$ cat config.mk
export PLATFORM = sky130hd
export DESIGN_NAME = serial_adder
export DESIGN_NICKNAME = d
export VERILOG_FILES = /design/src/rtl/serial_adder.sv
export SDC_FILE = /design/constraint.sdc
export NUM_CORES = 1
export LEC_CHECK = 0
export BUFFER_PORTS_ARGS = -buffer_cell sky130_fd_sc_hd__buf_2
export CELL_PAD_IN_SITES_DETAIL_PLACEMENT = 1
export CELL_PAD_IN_SITES_GLOBAL_PLACEMENT = 1
export CORE_MARGIN = 4
export CORE_UTILIZATION = 48
export CTS_BUF_LIST = sky130_fd_sc_hd__clkbuf_4
export DETAILED_ROUTE_END_ITERATION = 10
export PLACE_DENSITY = 0.84
export SLEW_MARGIN = 30
export SYNTH_ARGS = -nofsm -noshare
export SYNTH_HDL_FRONTEND = slang
export SYNTH_SLANG_ARGS = --single-unit
$ cat constraint.sdc
create_clock -name clk -period 4 [get_ports clk]
set_input_delay 0.2 -clock clk [delete_from_list [all_inputs] [get_ports clk]]
set_output_delay 0.2 -clock clk [all_outputs]
set_load 0.05 [all_outputs]
$ cat src/rtl/serial_adder.sv
// Bit-serial ripple adder: one full-adder cell plus a carry flip-flop add two
// WIDTH-bit operands LSB-first, then present the parallel sum with a done pulse.
module serial_adder #(
  parameter int WIDTH = 8
) (
  input  logic             clk,
  input  logic             rst_n,
  input  logic             start,
  input  logic [WIDTH-1:0] a,
  input  logic [WIDTH-1:0] b,
  input  logic             cin,
  output logic             busy,
  output logic             done,
  output logic [WIDTH-1:0] sum,
  output logic             cout,
  output logic             sum_bit,
  output logic             sum_bit_valid,
  output logic [1:0]       state_dbg
);

  localparam int CNT_W = (WIDTH > 2) ? $clog2(WIDTH) : 1;
  localparam logic [CNT_W-1:0] CNT_LAST = CNT_W'(WIDTH - 1);

  typedef enum logic [1:0] {
    IDLE = 2'd0,
    RUN  = 2'd1,
    DONE = 2'd2
  } state_e;

  state_e state_q, state_d;

  logic [WIDTH-1:0] a_q, a_d;
  logic [WIDTH-1:0] b_q, b_d;
  logic [WIDTH-1:0] res_q, res_d;
  logic [WIDTH-1:0] sum_q, sum_d;
  logic             carry_q, carry_d;
  logic             cout_q, cout_d;
  logic [CNT_W-1:0] cnt_q, cnt_d;

  logic             s_bit;
  logic             carry_nxt;
  logic [WIDTH-1:0] res_shift;
  logic             last_step;

  // The single full-adder cell shared by every bit position.
  assign s_bit     = a_q[0] ^ b_q[0] ^ carry_q;
  assign carry_nxt = (a_q[0] & b_q[0]) | (a_q[0] & carry_q) | (b_q[0] & carry_q);
  assign res_shift = {s_bit, res_q[WIDTH-1:1]};
  assign last_step = (cnt_q == CNT_LAST);

  always_ff @(posedge clk or negedge rst_n) begin
    if (!rst_n) begin
      state_q <= IDLE;
    end else begin
      state_q <= state_d;
    end
  end

  always_comb begin
    state_d = state_q;
    unique case (state_q)
      IDLE:    if (start) state_d = RUN;
      RUN:     if (last_step) state_d = DONE;
      DONE:    state_d = IDLE;
      default: state_d = IDLE;
    endcase
  end

  always_ff @(posedge clk or negedge rst_n) begin
    if (!rst_n) begin
      a_q     <= '0;
      b_q     <= '0;
      res_q   <= '0;
      sum_q   <= '0;
      carry_q <= 1'b0;
      cout_q  <= 1'b0;
      cnt_q   <= '0;
    end else begin
      a_q     <= a_d;
      b_q     <= b_d;
      res_q   <= res_d;
      sum_q   <= sum_d;
      carry_q <= carry_d;
      cout_q  <= cout_d;
      cnt_q   <= cnt_d;
    end
  end

  // Operands are only captured in IDLE, so a start held during RUN/DONE is inert.
  always_comb begin
    a_d     = a_q;
    b_d     = b_q;
    res_d   = res_q;
    sum_d   = sum_q;
    carry_d = carry_q;
    cout_d  = cout_q;
    cnt_d   = cnt_q;
    unique case (state_q)
      IDLE: begin
        if (start) begin
          a_d     = a;
          b_d     = b;
          carry_d = cin;
          cnt_d   = '0;
          res_d   = '0;
        end
      end
      RUN: begin
        a_d     = {1'b0, a_q[WIDTH-1:1]};
        b_d     = {1'b0, b_q[WIDTH-1:1]};
        carry_d = carry_nxt;
        res_d   = res_shift;
        cnt_d   = cnt_q + 1'b1;
        if (last_step) begin
          sum_d  = res_shift;
          cout_d = carry_nxt;
        end
      end
      default: begin
      end
    endcase
  end

  always_comb begin
    busy          = 1'b0;
    done          = 1'b0;
    sum_bit       = 1'b0;
    sum_bit_valid = 1'b0;
    unique case (state_q)
      RUN: begin
        busy          = 1'b1;
        sum_bit       = s_bit;
        sum_bit_valid = 1'b1;
      end
      DONE: begin
        busy = 1'b1;
        done = 1'b1;
      end
      default: begin
      end
    endcase
  end

  assign sum       = sum_q;
  assign cout      = cout_q;
  assign state_dbg = state_q;

endmodule

# Word level (Yosys, flattened, before mapping)
# Index checks and enable logic that the tools add are counted.
# W data, S select, Z words.
[word_totals]
output_inout_bits = 15
register_bits = 39
inputBits = 20
[classes]
n_addsub = 1
bitwise = 7
n_reduce_logical = 6
n_eq_ne = 5
n_mux = 17
[op_table]
columns = ["operator", "count"]
rows = [
  ["$pmux W8 S2", 3],
  ["$mux W8", 3],
  ["$pmux W3 S2", 1],
  ["$reduce_and A2 Y1", 3],
  ["$mux W1", 5],
  ["$mux W2", 2],
  ["$ne A2 B2 Y1 const B", 2],
  ["$pmux W2 S2", 1],
  ["$add A3 B1 Y3 const B", 1],
  ["$and A1 B1 Y1", 3],
  ["$eq A3 B3 Y1 const B", 1],
  ["$mux W3", 1],
  ["$eq A2 B1 Y1 const B", 1],
  ["$eq A2 B2 Y1 const B", 1],
  ["$logic_not A2 Y1", 1],
  ["$or A1 B1 Y1", 2],
  ["$pmux W1 S2", 1],
  ["$reduce_bool A2 Y1", 1],
  ["$reduce_or A2 Y1", 1],
  ["$xor A1 B1 Y1", 2],
]

# Logic depth before layout (Yosys ltp)
[logic_depth]
ltp_word = 4
mapped_depth = 7

# Worst setup path after synthesis
# Ideal clock, no wire load.
[synth_timing]
path_kind = "reg-to-output"
start = "register state_q[0] (netlist: state_dbg[0])"
end = "output sum_bit"
n_path_buf = 1
stages_incl_launch_ff = 4
t_arrival_ns = 1.944
setup_slack_ns = 1.856
path_cell_list = "dfrtp_1 ha_1 buf_4 and2_1"
[synth_via]
elab_chain_len = 2
[synth_lines]
columns = ["item", "line", "rtl"]
rows = [
  ["start, declared", "30", "state_e state_q, state_d;"],
  ["start signal, assigned", "55", "state_q <= state_d;"],
  ["$eq A2 B1 Y1", "129", "unique case (state_q)"],
  ["$mux W1", "129", ""],
  ["end, declared", "16", "output logic sum_bit,"],
]
# Every way passes these cells.

# Worst setup path in the final report
[layout_timing]
start = "register state_q[1] (netlist: state_dbg[1])"
end = "register a_q[0]"
[layout_via]
elab_chain_len = 3
word_cells_on_any_way = 6
classes_between = "eq/ne (2); mux (1); reduce/logical (3)"
[layout_lines]
columns = ["item", "line", "rtl"]
rows = [
  ["$eq A2 B1 Y1 / $logic_not A2 Y1 (equally long branches)", "98", "unique case (state_q)"],
  ["$reduce_bool A2 Y1 (no line) / $ne A2 B2 Y1 (equally long branches)", "--", ""],
  ["$reduce_and A2 Y1 (no line)", "--", ""],
  ["end signal, assigned", "71", "a_q <= '0;"],
  ["end signal, assigned", "79", "a_q <= a_d;"],
  ["end, declared", "32", "logic [WIDTH-1:0] a_q, a_d;"],
]
# Several ways; a longest one is shown, not always the timed one.
# A chain may end at the register's enable or synchronous reset.

==> reports/metrics.cfg <==
[timing]
hold_viol_final=0
tns_ns=0
fmax_mhz=399
drv_slew=0
setup_viol=0
worst_slack_ns=1.49
rsz0062_at_grt=false
worstMarginPinSlew_ns=0.887
slew_headroom=0.409
clock-skew-final_ns=0.0211
fin_crit_sh=0.626
fin_crit_ns=2.51

[route]
antenna_left=0
detail_route.wl_per_cell_um=18.0
totalWireLength_um=4260
drc=0
drt_iter0_drc=61
via_per_inst=5.88
firstDrtPassIters=4
num_vias=1387

[layout]
syn_to_final_growth_pct=15.2
n_antenna_cell=0
layout.nets=213
drive_gt1_frac=0.372

[placed_design]
hpwl_um=2990
place_congestion=0.788
io_buffers=34
dp_slack_ns=1.52

[global_route]
track_usage=0.187
overflow=0
grt_first_pass_wirelength_um=7220
grt_pass1_vias=1425
antenna_found_initial=0
grt_max_degree=39

[synth]
syn_inst=154
synth-async-reset-ratio=1.00
ys_top_cells_by_area=dfrtp_1 (52%), mux2_2 (6.2%), o22ai_1 (4.5%)
synth_top_area_share=0.522
synth_ff_type=dfrtp_1
synthTopCellsByCount=dfrtp_1 (38), o22ai_1 (13), nor2_1 (12)
ys_seq_elements=38
synth_nets=180
syn_avg_cell_area_um2=11.8
synth.distinct_cells=32
synth_area_mm2=0.00182
synth_top_cell_by_area=dfrtp_1
ys_seq_area_frac=0.522
synth_edf_count=0
ys_warn_count=0
synth.most_common_cell=dfrtp_1

[worst_setup_path]
path_class=register to register
slowest_stage=ha_1
crit_chain=inv_1 > ha_1 > nand2_1 > o22a_1 > o221a_2
path_buf_inv=1
worstPathMaxFanout=23
arrival_ns=2.75
crit_family=adder cells
crit_path_end_kind=register
r2r_start=state_dbg[1]
crit_start=state_dbg[1]
cp-start-kind=register
crit_required_ns=4.25
critPathMaxStageDelay_ns=0.74

[floorplan]
die_h_um=69.6
die_area_mm2=0.00484
ioPinCount=35
rows=22
start_util=0.498
die_w_um=69.6
core_area_mm2=0.00366

[clock_network]
clock_latency_ns=0.36
cts_made_buffers=5
ctsResizeCount=0
post-cts-setup-buffers=0
h-tree-depth=2
cts_tree=done
cts.clk_slew.worst_paths_ns=0.13
cts_buffer_depth=2
cts-root-buf=clkbuf_4
cts_sinks=38

[job]
max_cap_violations=0

[pwr]
p_total_w=0.00174
p_per_area_mw_per_mm2=828
peakVddDrop_v=0.000538
power_leakage_nw=0.975

[worst_hold_path]
hold_class=input port to register
min-delay-start=cin

[outcome]
outcome=complete, no violations

## worst paths after layout
kind                            endpoint  slack, ns  cells after the start
worst max-delay path              a_q[0]       1.49                      5
worst min-delay path             carry_q       0.13                      3
worst max register to register    a_q[0]       1.49                      5
worst min register to register  res_q[1]       0.52                      1
max in group asynchronous       cnt_q[2]       3.26                      3
min in group asynchronous         sum[7]       0.28                      2
## registers in the layout, indices dropped and copies added (netlist names)
register	flops
sum	8
res_q	7
a_q	8
carry_q	1
b_q	8
cnt_q	3
cout	1
state_dbg	2
## metal layers
layer	GRT usage	share of wire	vias up
li1	-	-	641
met1	0.245	0.45	702
met2	0.293	0.48	35
met3	0.0551	0.050	9
met4	0.0672	0.017	0
met5	0	0	-
## through the flow
step	util	area, µm²	hold slack (ns)	instances
after floorplan	-	1820	-0.0956	154
after global placement	0.541	1980	0.336	226
after detailed placement	0.541	1980	0.361	226
after CTS	0.566	2070	0.129	235
after global routing	0.573	2100	0.138	236
final	0.573	2100	0.133	236
## cells by family (layout without fill, tap and decap cells)
logic type / after synthesis / after routing / synth area share
simple gates: 37 / 37 / 0.103
fa+ha+maj: 6 / 6 / 0.0453
mux: 10 / 10 / 0.0618
buf+inv: 16 / 50 / 0.0522
flops: 38 / 38 / 0.522
compound gates: 47 / 47 / 0.216
## area by class of cell
class | instances | area [µm²]
clock buffer | 5 | 37.5
timing repair buffer | 36 | 208
sequential | 38 | 951
multi-input combinational | 100 | 776
inverter | 6 | 22.5
clock inverter | 3 | 45.0
tap | 48 | 60.1
fill | 397 | 1560
## power by group
group          internal [W]  switching (W)
Clock              0.000131       0.000139
Combinational      0.000294       0.000539
Sequential         0.000526       0.000108
## cells in the final DEF, fill, tap and decap left out, drive strengths merged
master | synthesis | routed
o22a | 2 | 2
buf | 10 | 35
o221a | 2 | 2
bufinv | 0 | 1
and3 | 2 | 2
o22ai | 13 | 13
nor2 | 13 | 13
clkbuf | 0 | 5
o21ai | 3 | 3
a21oi | 6 | 6
nand2b | 2 | 2
nand2 | 3 | 3
ha | 5 | 5
fa | 1 | 1
inv | 6 | 6
mux2 | 10 | 10
clkinvlp | 0 | 2
and2b | 1 | 1
and2 | 1 | 1
or3 | 2 | 2
dfrtp | 38 | 38
a22o | 9 | 9
a211oi | 9 | 9
a221oi | 3 | 3
nand4 | 1 | 1
dlygate4sd3 | 0 | 1
nor3 | 10 | 10
nand3 | 2 | 2
## timing repair
action                                  CTS  global route
endpoints found under the hold margin    38             0
endpoints found under the setup margin    0             0
hold buffers                              1             0
## worst register-to-register path, stage by stage, from the launching register on
cell,delay [ns]
dfrtp_1,0.43
inv_1,0.11
ha_1,0.74
nand2_1,0.56
o22a_1,0.32
o221a_2,0.25
Note: power is estimated with default switching activity, not from simulation.
